$ cat config.mk
export PLATFORM = sky130hd
export DESIGN_NAME = program_loader
export DESIGN_NICKNAME = d
export VERILOG_FILES = /design/src/rtl/program_loader.sv
export SDC_FILE = /design/constraint.sdc
export NUM_CORES = 1
export LEC_CHECK = 0
export ABC_AREA = 1
export CORE_MARGIN = 2
export CORE_UTILIZATION = 35
export DETAILED_ROUTE_END_ITERATION = 8
export GPL_ROUTABILITY_DRIVEN = 0
export GPL_TIMING_DRIVEN = 0
export PLACE_DENSITY = 0.57
export SYNTH_ARGS = -nofsm -noshare
export SYNTH_HDL_FRONTEND = slang
export SYNTH_SLANG_ARGS = --single-unit
$ cat constraint.sdc
create_clock -name Clock -period 2.09 [get_ports Clock]
set_input_delay 0.209 -clock Clock [delete_from_list [all_inputs] [get_ports Clock]]
set_output_delay 0.209 -clock Clock [all_outputs]
set_load 0.05 [all_outputs]
$ cat src/rtl/program_loader.sv
// Writer side of the MiniAlu instruction memory: turns a framed, checksummed byte
// stream into 28-bit program-RAM writes and holds the CPU in reset until a frame verifies.
module program_loader #(
  parameter int          ADDR_W  = 16,
  parameter int          TIMEOUT = 1000,
  parameter logic [7:0]  HEADER  = 8'hA5
) (
  input  logic              Clock,
  input  logic              Reset,
  input  logic [7:0]        iByte,
  input  logic              iByteValid,
  output logic              oByteReady,
  output logic              oWriteEnable,
  output logic [ADDR_W-1:0] oWriteAddress,
  output logic [27:0]       oWriteData,
  output logic              oCpuHold,
  output logic              oDone,
  output logic              oError,
  output logic [2:0]        oDebugState
);

  localparam int TW = $clog2(TIMEOUT + 1);

  typedef enum logic [2:0] {
    S_IDLE, S_COUNT, S_DATA, S_WRITE, S_CHECK, S_DONE, S_ERROR
  } state_e;

  // Handshake: a byte transfers on a posedge where iByteValid and oByteReady are both 1;
  // oByteReady is registered, so it already reflects the state the byte will land in.
  state_e            state_q, state_d;
  logic              ready_q, ready_d;
  logic              we_q, we_d;
  logic [ADDR_W-1:0] addr_q, addr_d;
  logic [27:0]       wdata_q, wdata_d;
  logic              hold_q, hold_d;
  logic              done_q, done_d;
  logic              error_q, error_d;
  logic [7:0]        chk_q, chk_d;
  logic [7:0]        n_q, n_d;
  logic [7:0]        words_q, words_d;
  logic [1:0]        bcnt_q, bcnt_d;
  logic [23:0]       shift_q, shift_d;
  logic [TW-1:0]     idle_q, idle_d;

  logic xfer;
  logic hdr;
  logic timed_out;

  assign xfer      = iByteValid & ready_q;
  assign hdr       = xfer && (iByte == HEADER);
  assign timed_out = (idle_q == TW'(TIMEOUT - 1));

  always_ff @(posedge Clock) begin
    if (!Reset) begin
      state_q <= S_IDLE;
      ready_q <= 1'b0;
      we_q    <= 1'b0;
      addr_q  <= '0;
      wdata_q <= '0;
      hold_q  <= 1'b1;
      done_q  <= 1'b0;
      error_q <= 1'b0;
      chk_q   <= '0;
      n_q     <= '0;
      words_q <= '0;
      bcnt_q  <= '0;
      shift_q <= '0;
      idle_q  <= '0;
    end else begin
      state_q <= state_d;
      ready_q <= ready_d;
      we_q    <= we_d;
      addr_q  <= addr_d;
      wdata_q <= wdata_d;
      hold_q  <= hold_d;
      done_q  <= done_d;
      error_q <= error_d;
      chk_q   <= chk_d;
      n_q     <= n_d;
      words_q <= words_d;
      bcnt_q  <= bcnt_d;
      shift_q <= shift_d;
      idle_q  <= idle_d;
    end
  end

  always_comb begin
    state_d = state_q;
    addr_d  = addr_q;
    wdata_d = wdata_q;
    error_d = error_q;
    chk_d   = chk_q;
    n_d     = n_q;
    words_d = words_q;
    bcnt_d  = bcnt_q;
    shift_d = shift_q;
    idle_d  = idle_q;

    case (state_q)
      S_IDLE, S_DONE: begin
        if (hdr) begin
          state_d = S_COUNT;
          error_d = 1'b0;
          addr_d  = '0;
          chk_d   = '0;
          words_d = '0;
          bcnt_d  = '0;
          idle_d  = '0;
        end
      end
      S_COUNT: begin
        if (xfer) begin
          idle_d = '0;
          if (iByte == 8'h00) begin
            state_d = S_ERROR;
          end else begin
            n_d     = iByte;
            state_d = S_DATA;
          end
        end else if (timed_out) begin
          state_d = S_ERROR;
        end else begin
          idle_d = idle_q + 1'b1;
        end
      end
      S_DATA: begin
        if (xfer) begin
          idle_d  = '0;
          shift_d = {shift_q[15:0], iByte};
          chk_d   = chk_q ^ iByte;
          bcnt_d  = bcnt_q + 1'b1;
          if (bcnt_q == 2'd3) begin
            // Top nibble of the first byte is dropped to form the 28-bit word.
            wdata_d = {shift_q[19:0], iByte};
            state_d = S_WRITE;
          end
        end else if (timed_out) begin
          state_d = S_ERROR;
        end else begin
          idle_d = idle_q + 1'b1;
        end
      end
      S_WRITE: begin
        addr_d  = addr_q + 1'b1;
        words_d = words_q + 8'd1;
        idle_d  = '0;
        state_d = ((words_q + 8'd1) == n_q) ? S_CHECK : S_DATA;
      end
      S_CHECK: begin
        if (xfer) begin
          idle_d  = '0;
          state_d = (iByte == chk_q) ? S_DONE : S_ERROR;
        end else if (timed_out) begin
          state_d = S_ERROR;
        end else begin
          idle_d = idle_q + 1'b1;
        end
      end
      S_ERROR: state_d = S_IDLE;
      default: state_d = S_IDLE;
    endcase

    if (state_d == S_ERROR) error_d = 1'b1;
    ready_d = (state_d != S_WRITE) && (state_d != S_ERROR);
    we_d    = (state_d == S_WRITE);
    hold_d  = (state_d != S_DONE);
    done_d  = (state_d == S_DONE);
  end

  assign oByteReady    = ready_q;
  assign oWriteEnable  = we_q;
  assign oWriteAddress = addr_q;
  assign oWriteData    = wdata_q;
  assign oCpuHold      = hold_q;
  assign oDone         = done_q;
  assign oError        = error_q;
  assign oDebugState   = state_q;

endmodule
==> impl_metrics.ini <==
[run_status]
status = finished, final reports clean

[grt]
gr-max-usage-layer = met2
grtUsageMet1 = 0.232
use_met3 = 0.0309
overflow = 0
grt_pass1_vias = 4421
grt_pass1_wl_um = 21500
grt_use_total = 0.185
grt_max_degree = 16
grtUsageMet2 = 0.311
antenna_found_initial = 0

[routing]
wire_per_inst_um = 14.2
ant_nets = 0
drc_errors = 0
vias = 4560
wl_um = 13000
drt-vias-per-instance = 4.99
drt_pass1_iterations = 4
drtIter0Drc = 262

[clock_network]
cts_root_buf = clkbuf_16
clk_latency_ps = 350
cts.sinks = 108
cts_buffers = 9
cts_tree = built
h-tree-depth = 3
path_clk_slew_ps = 70
post_cts_buffers = 0
clock_path_buffers = 2

[critical_path]
cp.arrival_ps = 1790
r2r_setup_slack_ps = 200
crit_chain = clkdlybuf4s50_1
cpLargestDelayFamily = buffers and inverters
max_stage_delay_ps = 890
start_kind = register
cp.required_ps = 1880
worstPathBufferInverterCount = 1
path_max_fanout = 8
r2r.worst_path.cells = 12
crit_type = register to primary output
r2r-start = words_q[0]$_SDFFE_PN0P_
end_kind = primary output
crit_path_top_delay_cell = clkdlybuf4s50_1
r2r-end = oByteReady$_SDFF_PN0_

[timing]
rsz0062_at_grt = false
slew_violations = 0
post-route-period-util = 0.958
setup_viol = 0
max_freq_ghz = 0.500
slew_headroom = 0.556
whs_ps = 353
fin_worst_skew_ps = 4.45
period_minus_slack_ps = 2000
tightestPinTransition_ps = 666
hold_violations = 0

[floorplanning]
core_um2 = 13300
die_x_um = 122
die_h_um = 122
row_count = 42
die_area_um2 = 14800
start_util = 0.362
io_pins = 63

[logic_synthesis]
synth_fp_nets = 677
ys_types = 38
ys.flop_type = dfxtp_1
synth-seq-cells = 108
syn-cell-area_um2 = 4830
ys_seq_area_frac = 0.447
async_flop_share = 0
avgSynthCellArea_um2 = 7.30
netlist_instances = 662
synth_edf_count = 0
yosysWarnings = 0

[cells_and_area]
multiInputGateArea_um2 = 2300
diodes = 0
layout_common_cells = 115 x nor2_1, 105 x dfxtp_1, 91 x nand2_1, 76 x o21ai_0, 60 x clkdlybuf4s50_1
mostFrequentLayoutCell = nor2_1
layoutNonFillerInstCount = 913
ff_latch_area_um2 = 2170
areaGrowthSynthToFinish_pct = 23.7
fillers = 1394
drive_gt1_frac = 0.0950
nNetsFinal = 749

[power]
p_per_area_nw_per_um2 = 686
total_power_uw = 4100
cellLeakagePower_uw = 0.00226
ir_drop_mv = 0.468

[min_path]
min_to = shift_q[3]$_SDFFE_PN0P_
hp-start = iByte[3]
hold_depth = 3
hold_path_class = input pin to register

[placed_design]
dp_cells = 899
dp_hpwl_um = 9700
io_buffer_count = 61

[run]
maxCapViolCount = 0
==> synthesized netlist by cell type, drive strengths merged (8+ instances only) <==
master,instances,area [um^2]
inv,68,258
dfxtp,108,2160
xnor2,8,70.1
nand2,102,408
a21oi,44,224
clkbuf,15,56.3
a211oi,10,75.1
buf,11,75.1
o21ai,85,429
nor3,10,60.1
nand3,40,220
nand4,12,75.1
nor2,125,504
==> cells by family (layout without fill, tap and decap cells) <==
family / Yosys count / in the layout / share of synthesized area
simple gates: 297 / 297 / 0.275
compound gates: 149 / 149 / 0.169
flops: 108 / 108 / 0.447
buf+inv: 94 / 169 / 0.0805
xor+xnor: 10 / 10 / 0.0181
fa+ha+maj: 4 / 4 / 0.0104
==> power by group <==
part           switching, uW  leakage [uW]  internal, uW
logic                    217       0.00124          98.3
clock network            722      0.000145           980
registers               15.2      0.000872          2070
==> layout make-up <==
class | instances | area share
plain buffers | 26 | 0.0220
clock inverters | 2 | 0.00586
repair buffers | 61 | 0.103
clock buffers | 12 | 0.0429
flip-flops and latches | 108 | 0.363
well taps | 176 | 0.0368
multi-input cells | 460 | 0.384
inverters | 68 | 0.0431
==> per-layer routing <==
layer | wire length (um) | part of all wire
met5 | 0 | 0
met1 | 5930 | 0.46
met2 | 6190 | 0.48
met4 | 338 | 0.026
met3 | 535 | 0.041
==> how the worst max path moves through the flow <==
stage / startpoint / end / slack [ps] / cells past startpoint
after floorplan: oWriteAddress[0]$_SDFFE_PN0P_ / oWriteAddress[14]$_SDFFE_PN0P_ / 100 / 10
after global placement: iByte[3] / idle_q[7]$_SDFFE_PN0P_ / -180 / 9
after detailed placement: iByte[3] / idle_q[7]$_SDFFE_PN0P_ / -190 / 9
after CTS: words_q[0]$_SDFFE_PN0P_ / oByteReady$_SDFF_PN0_ / 30 / 12
after global routing: oWriteAddress[1]$_SDFFE_PN0P_ / oWriteAddress[14]$_SDFFE_PN0P_ / 9 / 10
final: oDebugState[1]$_SDFF_PN0_ / oDebugState[1] / 90 / 1
==> per-stage QoR <==
stage / setup TNS (ps) / area, um^2 / utilization / setup WS, ps
after CTS: 0 / 5960 / 0.446 / 28.2
after detailed placement: -3290 / 5670 / 0.424 / -191
after global placement: -2620 / 5670 / 0.424 / -175
after global routing: 0 / 5980 / 0.448 / 9.00
final: 0 / 5980 / 0.448 / 88.7
after floorplan: 0 / 4830 / - / 98.4
==> sequential cells by signal, summed over array words and instances (netlist names) <==
register	flops
words_q	8
oByteReady	1
oWriteAddress	16
oDone	1
shift_q	20
oError	1
oCpuHold	1
oWriteEnable	1
bcnt_q	2
oWriteData	28
oDebugState	3
chk_q	8
n_q	8
idle_q	10
==> repair_timing <==
| item | CTS | global route |
|---|---|---|
| hold buffers | 0 | 0 |
| setup endpoints to repair | 2 | 13 |
| resized for setup | 1 | 10 |
(Power assumes the default switching activity.)
